### src/rtl/service_sequencer_pkg.sv
// Shared definitions for the service sequencer and its encoder hookup.
// - state_e         : sequencer FSM states
// - N_REQ / IDX_W   : request channel count and index width (match the encoder)
// - DEFAULT_TIMEOUT : default BUSY abort limit in cycles
package service_sequencer_pkg;

  localparam int unsigned N_REQ           = 8;
  localparam int unsigned IDX_W           = 3;
  localparam int unsigned DEFAULT_TIMEOUT = 255;

  typedef enum logic [1:0] {
    StIdle,
    StIssue,
    StBusy,
    StClear
  } state_e;

endpackage

### src/rtl/sticky_req_reg.sv
// Sticky pending-request register.
// Ports:
//   clk   - clock
//   reset - synchronous active-high reset, clears every pending bit
//   set   - request strobes, one per channel
//   clr   - clear mask (one-hot or zero)
//   pend  - registered pending bits
// A bit that is set and cleared in the same cycle stays pending.
module sticky_req_reg
  import service_sequencer_pkg::*;
(
  input  logic             clk,
  input  logic             reset,
  input  logic [N_REQ-1:0] set,
  input  logic [N_REQ-1:0] clr,
  output logic [N_REQ-1:0] pend
);

  always_ff @(posedge clk) begin
    if (reset) begin
      pend <= '0;
    end else begin
      pend <= (pend & ~clr) | set;
    end
  end

endmodule

### src/rtl/service_sequencer.sv
// Service sequencer: holds sticky requests that feed an external 8-input
// priority encoder, then issues the encoder's winner as a single grant over a
// valid/ready handshake, waits for done or a timeout, and clears the serviced
// channel so the encoder re-arbitrates.
// Ports:
//   clk, reset   - clock, synchronous active-high reset
//   req_in       - request strobes (set pend bits)
//   pend         - sticky pending requests, bit k drives encoder in<k>
//   enc_num      - encoder index of highest pending request
//   enc_any      - encoder reports at least one pending request
//   grant_valid  - grant offered; grant_idx is the granted channel
//   grant_ready  - service unit accepts the grant
//   done         - service unit finished the current grant
//   busy         - high outside IDLE
//   timeout_err  - one-cycle pulse when a grant is aborted by timeout
//   serviced_cnt - saturating count of grants completed by done
module service_sequencer
  import service_sequencer_pkg::*;
#(
  parameter int unsigned TIMEOUT = DEFAULT_TIMEOUT,
  parameter int unsigned TO_W    = 8,
  parameter int unsigned CNT_W   = 16
) (
  input  logic             clk,
  input  logic             reset,
  input  logic [N_REQ-1:0] req_in,
  output logic [N_REQ-1:0] pend,
  input  logic [IDX_W-1:0] enc_num,
  input  logic             enc_any,
  output logic             grant_valid,
  output logic [IDX_W-1:0] grant_idx,
  input  logic             grant_ready,
  input  logic             done,
  output logic             busy,
  output logic             timeout_err,
  output logic [CNT_W-1:0] serviced_cnt
);

  // Counter exits at TIMEOUT-1, so it never needs to wrap.
  localparam logic [TO_W-1:0] ToLast = TO_W'(TIMEOUT - 1);

  state_e           state_q;
  logic [TO_W-1:0]  to_cnt_q;
  logic [N_REQ-1:0] clr_mask;

  assign clr_mask = (state_q == StClear) ? (N_REQ'(1) << grant_idx) : '0;

  sticky_req_reg u_sticky_req_reg (
    .clk   (clk),
    .reset (reset),
    .set   (req_in),
    .clr   (clr_mask),
    .pend  (pend)
  );

  // Outputs are registered alongside the state so they track it exactly.
  always_ff @(posedge clk) begin
    if (reset) begin
      state_q      <= StIdle;
      to_cnt_q     <= '0;
      grant_valid  <= 1'b0;
      grant_idx    <= '0;
      busy         <= 1'b0;
      timeout_err  <= 1'b0;
      serviced_cnt <= '0;
    end else begin
      timeout_err <= 1'b0;
      unique case (state_q)
        StIdle: begin
          if (enc_any) begin
            grant_idx   <= enc_num;
            grant_valid <= 1'b1;
            busy        <= 1'b1;
            state_q     <= StIssue;
          end
        end
        StIssue: begin
          // No timeout and done is ignored until the grant is accepted.
          if (grant_ready) begin
            grant_valid <= 1'b0;
            to_cnt_q    <= '0;
            state_q     <= StBusy;
          end
        end
        StBusy: begin
          if (done) begin
            if (serviced_cnt != '1) begin
              serviced_cnt <= serviced_cnt + CNT_W'(1);
            end
            state_q <= StClear;
          end else if (to_cnt_q == ToLast) begin
            timeout_err <= 1'b1;
            state_q     <= StClear;
          end else begin
            to_cnt_q <= to_cnt_q + TO_W'(1);
          end
        end
        StClear: begin
          // pend bit clears this cycle; IDLE then samples the settled encoder.
          busy    <= 1'b0;
          state_q <= StIdle;
        end
        default: begin
          state_q <= StIdle;
        end
      endcase
    end
  end

endmodule
### config.mk
export PLATFORM = sky130hd
export DESIGN_NAME = service_sequencer
export DESIGN_NICKNAME = d
export VERILOG_FILES = /design/src/rtl/service_sequencer_pkg.sv /design/src/rtl/sticky_req_reg.sv /design/src/rtl/service_sequencer.sv
export SDC_FILE = /design/constraint.sdc
export NUM_CORES = 1
export LEC_CHECK = 0
export BUFFER_PORTS_ARGS = -buffer_cell sky130_fd_sc_hd__buf_2
export CORE_ASPECT_RATIO = 1.25
export CORE_MARGIN = 3
export CORE_UTILIZATION = 54
export DETAILED_ROUTE_END_ITERATION = 8
export GPL_TIMING_DRIVEN = 0
export HOLD_SLACK_MARGIN = 0.1
export PLACE_DENSITY_LB_ADDON = 0.3
export SYNTH_ARGS = -nofsm -noshare
export SYNTH_HDL_FRONTEND = slang
export SYNTH_HIERARCHICAL = 1
export SYNTH_SLANG_ARGS = --single-unit
### constraint.sdc
create_clock -name clk -period 2.8 [get_ports clk]
set_input_delay 0.84 -clock clk [delete_from_list [all_inputs] [get_ports clk]]
set_output_delay 0.84 -clock clk [all_outputs]
set_load 0.02 [all_outputs]
==> flow_summary_export.csv, run 1 <==
group,metric,value,unit
pwr,seqPwrFrac,0.463,
layout,num_antenna_cells,0,
pwr,ir_drop,0.2991,mV
clocking,cts_setup_buffers,0,
clocking,clk_pin_slew_worst_paths,0.08,ns
logic_synthesis,ys_seq_area_frac,0.3844,
sta,period_share,0.7633,
pwr,power.density,585.3,mW/mm2
route,drtIter0Drc,91,
setup_path,cp-startpoint,"state_q[0]",
setup_path,max_stage_delay,0.49,ns
status,status,"completed",
setup_path,cp-start-kind,"flop",
pwr,clock_power_share,0.277,
sta,worst_slack,0.6627,ns
place,routabilityCongestion,0.8102,
sta,rsz0062_at_grt,"false",
clocking,htree_levels,2,
hold_path,hp-class,"reg2reg",
global_routing,grt_overflow_total,0,
setup_path,cp_data_required_time,3.01,ns
sta,max_freq,0.4679,GHz
clocking,clockBufferDepth,2,
sta,setup_violations,0,
setup_path,path_cells,"inv_1, ha_1, and4_1, or4b_4, or4_1, a21oi_1",
sta,tns,0,ns
setup_path,crit_path_top_delay_cell,"or4b_4",
setup_path,rrSetupSlack,0.66,ns
clocking,cts_tree,"yes",
floorplan,io_pins,46,
floorplan,rows,24,
route,drc_errors,0,
floorplan,dieArea,0.004644,mm2
logic_synthesis,ys.flop_type,"dfxtp_1",
setup_path,cp-end-kind,"flop",
pwr,p_leak,0.9982,nW
floorplan,start_util,0.5781,
layout,syn_to_final_growth,17.42,%
global_routing,grt_pass1_vias,1683,
clocking,cts_made_buffers,5,
global_routing,grt_max_degree,13,
logic_synthesis,netlist_area,0.002083,mm2
setup_path,worst_ep_arrival_time,2.35,ns
sta,hold_viol,0,
setup_path,r2r_start,"state_q[0]",
pwr,p_sw_frac,0.3303,
route,dr.pass1.iters,4,
logic_synthesis,async_reset_ff_frac,0,
setup_path,critical_path_class,"reg2reg",
hold_path,holdCritStartpoint,"to_cnt_q[5]",
place,postPlaceCellArea,0.002352,mm2
sta,skew,0.006442,ns
layout,drive_above_1_share,0.2525,
clocking,cts-resized-gates,0,
route,wirelength,4.248,mm
layout,fill_cells,323,
hold_path,hold_depth,1,
sta,tightest_slew,0.9156,ns
setup_path,reg2regPathDepth,6,
sta,slew_viol_final,0,
route,ant_nets,0,
global_routing,grtUsageTotal,0.1947,
clocking,clkLatencyLatePin,0.28,ns
layout,nNetsFinal,319,
clocking,postCtsHoldBufs,0,
hold_path,holdPathEnd,"to_cnt_q[5]",
route,vias,1896,
logic_synthesis,syn_nets,268,
route,vias_per_cell,5.643,
logic_synthesis,syn_inst,245,
setup_path,crit_fanout,6,
setup_path,timing.rr.end,"serviced_cnt[15]",
logic_synthesis,avgSynthCellArea,8.503,um2
sta,period_minus_slack,2.137,ns
place,post-dp-hpwl,3.239,mm
layout,design_area,0.002446,mm2
pwr,power,1.432,mW
global_routing,antenna_found_initial,0,
logic_synthesis,post_synth_num_cell_types,43,
route,wl_per_cell,12.64,um
pwr,p_sw,472.9,uW
place,dpl_worst_slack,0.4274,ns
floorplan,die_w,61.56,um
floorplan,coreArea,0.003603,mm2
sta,relSlewSlack,0.3844,
logic_synthesis,yosys_warnings,6,
pwr,p_int,958.9,uW
floorplan,chipHeight,75.45,um
logic_synthesis,ys_ff_latch,40,
clocking,numClockSinks,40,
job,maxCapViolCount,0,
clocking,root_buffer,"clkbuf_8",
place,port_buffers,44,
global_routing,grt_first_pass_wirelength,7.051,mm
pwr,power_frac_comb,0.259,
logic_synthesis,synth_edf_count,0,
## critical path: cells and delay by family (launching register included)
| family | cells | cell delay, ns |
|---|---|---|
| flip-flops | 1 | 0.33 |
| AND/OR/NAND/NOR | 3 | 1.23 |
| adder cells (fa/ha/maj) | 1 | 0.27 |
| buffers and inverters | 1 | 0.10 |
| AO/OA/AOI/OAI | 1 | 0.14 |
## final cells by class
type,instances,area (um2),share of cell area
well taps,39,48.80,0.01995
clock buffers,7,86.33,0.03529
flip-flops and latches,40,800.8,0.3274
inverters,19,71.32,0.02916
clock inverters,1,7.507,0.003069
repair buffers,44,220.2,0.09003
multi-input cells,179,1177,0.4813
plain buffers,7,33.78,0.01381
## cell usage after synthesis, types with 3 or more instances
| cell type | count | area, um2 |
|---|---|---|
| dfxtp_1 | 40 | 800.8 |
| a31oi_1 | 9 | 56.30 |
| or3_1 | 4 | 25.02 |
| nor2_1 | 19 | 71.32 |
| o22ai_1 | 3 | 18.77 |
| o31ai_1 | 7 | 52.55 |
| a21oi_1 | 14 | 70.07 |
| nor3_1 | 8 | 40.04 |
| nand3_1 | 16 | 80.08 |
| inv_1 | 19 | 71.32 |
| or4_1 | 4 | 30.03 |
| and4_1 | 3 | 26.28 |
| o21ai_0 | 9 | 45.04 |
| nor4_1 | 4 | 25.02 |
| nand2b_1 | 6 | 37.54 |
| a21oi_2 | 8 | 70.07 |
| nand2_1 | 20 | 75.07 |
| ha_1 | 7 | 87.58 |
| nand2b_4 | 8 | 110.1 |
| nor2b_1 | 4 | 25.02 |
| clkbuf_1 | 4 | 15.01 |
## power groups by stage
| stage | clock [mW] | combinational [mW] | sequential (mW) |
|---|---|---|---|
| 3_5_place_dp | 0 | 0.372 | 0.677 |
| 4_1_cts | 0.410 | 0.373 | 0.664 |
| 6_report | 0.397 | 0.371 | 0.663 |
| 5_1_grt | 0.438 | 0.414 | 0.675 |
| 2_1_floorplan | 0 | 0.240 | 0.707 |
| 3_3_place_gp | 0 | 0.364 | 0.674 |
## sequential cells by signal, summed over array words and instances (netlist names)
signal and flops:
timeout_err 1, grant_valid 1, grant_idx 3, u_sticky_req_reg/pend 8, busy 1, serviced_cnt 16, state_q 2, to_cnt_q 8
## how the worst max path moves through the flow
stage	slack [ns]	endpoint	cells past startpoint
after global routing	0.44	to_cnt_q[7]	5
final	0.66	serviced_cnt[15]	6
after detailed placement	0.43	serviced_cnt[15]	5
after floorplan	0.63	serviced_cnt[15]	4
after CTS	0.67	serviced_cnt[15]	6
after global placement	0.42	serviced_cnt[15]	5
## metrics by stage
stage | hold slack [ns] | util | instances
4_1_cts | 0.4811 | 0.6788 | 336
2_1_floorplan | 0.4317 | - | 245
3_3_place_gp | 0.4590 | 0.6528 | 328
3_5_place_dp | 0.4626 | 0.6528 | 328
5_1_grt | 0.4980 | 0.6788 | 336
6_report | 0.4798 | 0.6788 | 336
## cell families after synthesis
logic type	synth area share
flip-flops	0.3844
multiplexers	0.02042
buffers and inverters	0.05045
AND/OR/NAND/NOR	0.3087
AO/OA/AOI/OAI	0.1856
XOR/XNOR	0.008410
adder cells (fa/ha/maj)	0.04204
## layer usage
metal  up-vias  routed length (um)  track usage
met1       864                1887       0.2362
met3         4                 214      0.05085
met2        47                2109       0.3341
met5         -                   0            0
li1        981                   -            -
met4         0                  37      0.05660
## placed cells by master (no fill, tap or decap), drive strengths merged, types with 2 or more instances in the layout
master | Yosys | routed
a31oi | 9 | 9
mux2i | 2 | 2
nor2 | 19 | 19
nand3 | 16 | 16
buf | 3 | 47
and4 | 4 | 4
ha | 7 | 7
a21oi | 22 | 22
o31ai | 7 | 7
nor4 | 4 | 4
clkbuf | 4 | 11
o21ai | 9 | 9
mux2 | 2 | 2
inv | 19 | 19
nand2 | 20 | 20
nand2b | 14 | 14
nor2b | 4 | 4
o211ai | 2 | 2
or3 | 4 | 4
nand4 | 4 | 4
nor3 | 8 | 8
dfxtp | 40 | 40
and2 | 2 | 2
or4 | 5 | 5
o22ai | 3 | 3
Power figures use the tool's default switching activity.
==> run 2: changes to the inputs <==
--- a/config.mk
+++ b/config.mk
@@ -8,7 +8,7 @@
 export BUFFER_PORTS_ARGS = -buffer_cell sky130_fd_sc_hd__buf_2
 export CORE_ASPECT_RATIO = 1.25
 export CORE_MARGIN = 3
-export CORE_UTILIZATION = 54
+export CORE_UTILIZATION = 48
 export DETAILED_ROUTE_END_ITERATION = 8
 export GPL_TIMING_DRIVEN = 0
 export HOLD_SLACK_MARGIN = 0.1
==> constraint.sdc (replaced) <==
create_clock -name clk -period 1.95 [get_ports clk]
set_input_delay 0.585 -clock clk [delete_from_list [all_inputs] [get_ports clk]]
set_output_delay 0.585 -clock clk [all_outputs]
set_load 0.02 [all_outputs]
==> run 2 against run 1 <==
  * The run now ends with setup timing left
  * First-iteration DRC count decreased by 29%
  * Highest routed layer unchanged
  * Wire length increased by 6.5%
  * Sequential share of layout area fell by 1.1 points
  * Clock power rose by 73%
  * Critical path type unchanged
==> flow_summary_export.csv, run 2 (synthesis results as in run 1) <==
group,metric,value,unit
layout,drive_above_1_share,0.2977,
floorplan,die_w,64.93,um
route,drtIter0Drc,65,
sta,rsz0062_at_grt,"true",
layout,largest_registers,"serviced_cnt x16, to_cnt_q x8, u_sticky_req_reg/pend x8",
sta,relSlewSlack,0.5042,
sta,slew_viol_final,0,
pwr,p_sw,728.4,uW
layout,regMostFlops,"serviced_cnt",
place,dpl_worst_slack,-0.1733,ns
global_routing,grt_overflow_total,0,
place,routabilityCongestion,0.8203,
floorplan,chipHeight,79.66,um
setup_path,worst_ep_arrival_time,2.18,ns
setup_path,critical_path_class,"reg2reg",
setup_path,reg2regPathDepth,6,
pwr,seqPwrFrac,0.430,
pwr,p_int,1.512,mW
setup_path,crit_path_top_delay_cell,"or4_1",
layout,seq_area,805.8,um2
place,dp_cells,345,
layout,num_antenna_cells,0,
place,port_buffers,44,
sta,worst_slack,-0.001690,ns
layout,layout.cells.non_filler,355,
floorplan,dieArea,0.005172,mm2
setup_path,max_stage_delay,0.48,ns
route,wirelength,4.522,mm
floorplan,io_pins,46,
layout,final_cell_mix,"buf_2, dfxtp_1, nand2_1, nor2_1, inv_1",
clocking,cts_made_buffers,5,
clocking,cts_tree,"yes",
pwr,clock_power_share,0.306,
route,drc_errors,0,
pwr,power.density,880.6,mW/mm2
pwr,p_sw_frac,0.3252,
global_routing,grt_max_degree,14,
layout,largest_reg_flops,16,
sta,skew,0.008109,ns
global_routing,antenna_found_initial,0,
hold_path,hold_depth,2,
pwr,power_frac_comb,0.264,
floorplan,start_util,0.5042,
setup_path,crit_fanout,6,
sta,max_freq,0.5124,GHz
route,vias,1954,
status,status,"finished, violations left",
sta,hold_viol,0,
clocking,clockBufferDepth,2,
layout,final_common_cell,"buf_2",
pwr,p_leak,1.024,nW
layout,multi_input_area,0.001216,mm2
sta,period_share,1.001,
global_routing,grt_first_pass_wirelength,7.686,mm
floorplan,coreArea,0.004131,mm2
sta,period_minus_slack,1.952,ns
status,violations,"setup timing",
setup_path,cp-start-kind,"flop",
layout,nNetsFinal,321,
route,dr.pass1.iters,4,
sta,tightest_slew,0.7333,ns
sta,whs,0.4804,ns
setup_path,cp-end-kind,"flop",
route,ant_nets,0,
job,maxCapViolCount,0,
clocking,clk_pin_slew_worst_paths,0.09,ns
place,post-dp-hpwl,3.250,mm
route,wl_per_cell,12.74,um
route,vias_per_cell,5.504,
layout,syn_to_final_growth,22.10,%
clocking,clkLatencyLatePin,0.30,ns
clocking,root_buffer,"clkbuf_8",
clocking,numClockSinks,40,
global_routing,grt_pass1_vias,1767,
floorplan,rows,26,
global_routing,grtUsageTotal,0.1872,
hold_path,hp-class,"reg2reg",
layout,fill_cells,380,
clocking,htree_levels,2,
pwr,ir_drop,0.5155,mV
setup_path,cp_data_required_time,2.18,ns
setup_path,path_cells,"inv_2, ha_4, and4_4, or4b_4, or4_1, a21oi_1",
sta,setup_violations,1,
run 2: cell count changes in the layout (fill, tap and decap cells not counted), sizes merged:
cell    previous run  this run
buf               47        49
bufinv             0         1
clkbuf            11         9
clkinv             0         1
run 2: power by group through the flow:
stage                     registers [mW]  logic (mW)  clock network [mW]
after floorplan                     1.02       0.347                   0
after global placement             0.970       0.527                   0
after detailed placement           0.974       0.533                   0
after CTS                          0.966       0.556               0.703
after global routing               0.977       0.660               0.733
final                              0.964       0.591               0.685
run 2: worst paths after layout:
kind | start | end | slack, ns
worst min-delay path | grant_valid | grant_valid | 0.48
worst max register to register | state_q[0] | serviced_cnt[15] | -0.002
worst max-delay path | state_q[0] | serviced_cnt[15] | -0.002
worst min register to register | grant_valid | grant_valid | 0.48
run 2: critical path, delay by kind of cell (launching register included):
family	cells	cell delay [ns]
AOI/OAI and AO/OA	1	0.13
DFF	1	0.34
and+or+nand+nor	3	1.18
buffers and inverters	1	0.08
adders and majority gates	1	0.16
run 2: metal layers:
metal,share of wire,global-route usage,vias up
li1,-,-,994
met1,0.45,0.2200,897
met2,0.47,0.3204,54
met3,0.054,0.04225,9
met4,0.020,0.08457,0
met5,0,0,-
run 2: final cells by class:
| class | instances | share of cell area |
|---|---|---|
| multi-input combinational | 179 | 0.4781 |
| sequential | 40 | 0.3168 |
| timing repair buffer | 46 | 0.09247 |
| inverter | 19 | 0.02804 |
| tap | 56 | 0.02755 |
| clock buffer | 5 | 0.02705 |
| clock inverter | 3 | 0.01672 |
| buffer | 7 | 0.01328 |
run 2: stage by stage:
stage               total power [mW]  area, um2    TNS, ns  utilization
detailed placement             1.507       2376     -1.431       0.5751
floorplan                      1.363       2086          0            -
finish                         2.240       2544  -0.001690       0.6157
global route                   2.370       2544    -0.1653       0.6157
global placement               1.497       2376     -1.108       0.5751
CTS                            2.225       2512  -0.003821       0.6081
run 2: repair_timing:
| item | CTS | global route |
|---|---|---|
| pin swaps | 2 | 0 |
| setup buffers | 0 | 2 |
| hold buffers | 0 | 0 |
| cloned | 0 | 0 |
| resized for setup | 7 | 4 |
| setup endpoints to repair | 11 | 7 |
==> run 3: changes to the inputs <==
--- a/config.mk
+++ b/config.mk
@@ -8,7 +8,8 @@
 export BUFFER_PORTS_ARGS = -buffer_cell sky130_fd_sc_hd__buf_2
 export CORE_ASPECT_RATIO = 1.25
 export CORE_MARGIN = 3
-export CORE_UTILIZATION = 48
+export CORE_UTILIZATION = 50
+export CTS_BUF_LIST = sky130_fd_sc_hd__clkbuf_8
 export DETAILED_ROUTE_END_ITERATION = 8
 export GPL_TIMING_DRIVEN = 0
 export HOLD_SLACK_MARGIN = 0.1
==> run 3 against run 2 <==
  * The run still ends with setup timing left
  * Clock skew shrank 0.00057 ns
  * Final area shrank 0.89%
  * Clock power shrank 18%
  * Global-route usage grew 1.8 points
  * First-iteration DRC count shrank 6.2%
==> flow_summary_export.csv, run 3 (synthesis results as in run 1) <==
group,metric,value,unit
status,status,"finished, violations left",
status,violations,"setup timing",
sta,hold_viol,0,
place,post-dp-hpwl,3.312,mm
setup_path,crit_fanout,6,
global_routing,grt_overflow_total,0,
layout,num_antenna_cells,0,
floorplan,coreArea,0.003910,mm2
layout,design_area,0.002521,mm2
clocking,cts_tree,"yes",
route,drtIter0Drc,61,
clocking,root_buffer,"clkbuf_8",
setup_path,cp-end-kind,"flop",
sta,period_share,1.003,
global_routing,grtUsageTotal,0.2048,
sta,whs,0.4757,ns
global_routing,grt_first_pass_wirelength,8.217,mm
sta,period_minus_slack,1.957,ns
setup_path,crit_end,"serviced_cnt[15]",
floorplan,start_util,0.5328,
global_routing,grt_max_degree,12,
setup_path,worst_ep_arrival_time,2.19,ns
hold_path,hp-class,"reg2reg",
layout,fill_cells,348,
pwr,ir_drop,0.5757,mV
setup_path,rrSetupSlack,-0.007,ns
pwr,power.density,835.7,mW/mm2
setup_path,critical_path_class,"reg2reg",
sta,setup_violations,1,
layout,drive_above_1_share,0.2896,
route,ant_nets,0,
floorplan,die_w,63.74,um
sta,tightest_slew,0.6933,ns
place,dpl_worst_slack,-0.2632,ns
global_routing,grt_pass1_vias,1885,
clocking,clk_pin_slew_worst_paths,0.08,ns
setup_path,cp-startpoint,"state_q[0]",
layout,final_cell_mix,"buf_2, dfxtp_1, inv_1, nand2_1, nor2_1",
clocking,htree_levels,2,
setup_path,cp_data_required_time,2.18,ns
place,routabilityCongestion,0.7977,
route,vias_per_cell,5.425,
sta,worst_slack,-0.006775,ns
pwr,p_leak,1.018,nW
setup_path,timing.rr.end,"serviced_cnt[15]",
layout,nNetsFinal,319,
sta,rsz0062_at_grt,"true",
setup_path,r2r_start,"state_q[0]",
setup_path,cp-start-kind,"flop",
floorplan,chipHeight,78.17,um
floorplan,io_pins,46,
layout,syn_to_final_growth,21.02,%
setup_path,reg2regPathDepth,6,
route,dr.pass1.iters,4,
route,vias,1904,
floorplan,dieArea,0.004982,mm2
layout,final_common_cell,"buf_2",
global_routing,antenna_found_initial,0,
sta,slew_viol_final,0,
place,port_buffers,44,
route,wl_per_cell,12.74,um
clocking,cts_made_buffers,5,
layout,utilization,0.6448,
sta,max_freq,0.5110,GHz
floorplan,rows,25,
route,wirelength,4.471,mm
sta,skew,0.007536,ns
layout,regMostFlops,"serviced_cnt",
pwr,power,2.107,mW
clocking,clockBufferDepth,2,
clocking,numClockSinks,40,
job,maxCapViolCount,0,
clocking,clkLatencyLatePin,0.30,ns
layout,largest_reg_flops,16,
layout,largest_registers,"serviced_cnt x16, to_cnt_q x8, u_sticky_req_reg/pend x8",
place,postPlaceCellArea,0.002374,mm2
route,drc_errors,0,
sta,relSlewSlack,0.5318,
run 3: repair_timing:
| action | in CTS | in global routing |
|---|---|---|
| pin swaps | 0 | 0 |
| setup endpoints to repair | 11 | 11 |
| setup buffers | 1 | 0 |
| gates resized for setup | 7 | 5 |
| hold buffers | 0 | 0 |
run 3: worst min path at each step:
| stage | startpoint | endpoint | slack, ns | cells past startpoint |
|---|---|---|---|---|
| 2_1_floorplan | to_cnt_q[5] | to_cnt_q[5] | 0.43 | 1 |
| 3_3_place_gp | to_cnt_q[5] | to_cnt_q[5] | 0.46 | 1 |
| 3_5_place_dp | to_cnt_q[5] | to_cnt_q[5] | 0.46 | 1 |
| 4_1_cts | grant_valid | grant_valid | 0.48 | 2 |
| 5_1_grt | u_sticky_req_reg/pend[1] | u_sticky_req_reg/pend[1] | 0.50 | 2 |
| 6_report | grant_valid | grant_valid | 0.48 | 2 |
run 3: through the flow:
stage	TNS, ns	std cells
finish	-0.006775	351
global placement	-1.638	343
global route	-0.3230	351
floorplan	0	245
CTS	0	352
detailed placement	-2.313	343
run 3: final cells by class:
class | count | area, um2 | share of cell area
buffer | 6 | 30.03 | 0.01191
sequential | 40 | 803.3 | 0.3186
inverter | 19 | 71.32 | 0.02829
multi-input combinational | 179 | 1231 | 0.4883
tap | 54 | 67.56 | 0.02680
clock inverter | 2 | 7.507 | 0.002978
clock buffer | 6 | 82.58 | 0.03275
timing repair buffer | 45 | 227.7 | 0.09032
run 3: routing by layer:
layer | up-vias | global-route usage | part of all wire
li1 | 983 | - | -
met5 | - | 0 | 0
met3 | 7 | 0.04864 | 0.044
met2 | 34 | 0.3542 | 0.50
met4 | 0 | 0.09071 | 0.018
met1 | 880 | 0.2378 | 0.43
run 3: worst max-delay path, stage by stage (launching register included):
cell and delay, ns:
dfxtp_2 0.34, inv_2 0.08, ha_4 0.16, and4_4 0.23, or4b_4 0.47, or4_4 0.49
a21oi_2 0.13
run 3: power by group:
group	internal, mW	switching (mW)	leakage (nW)
sequential	0.892	0.0720	0.327
clock	0.278	0.285	0.0538
combinational	0.231	0.349	0.638
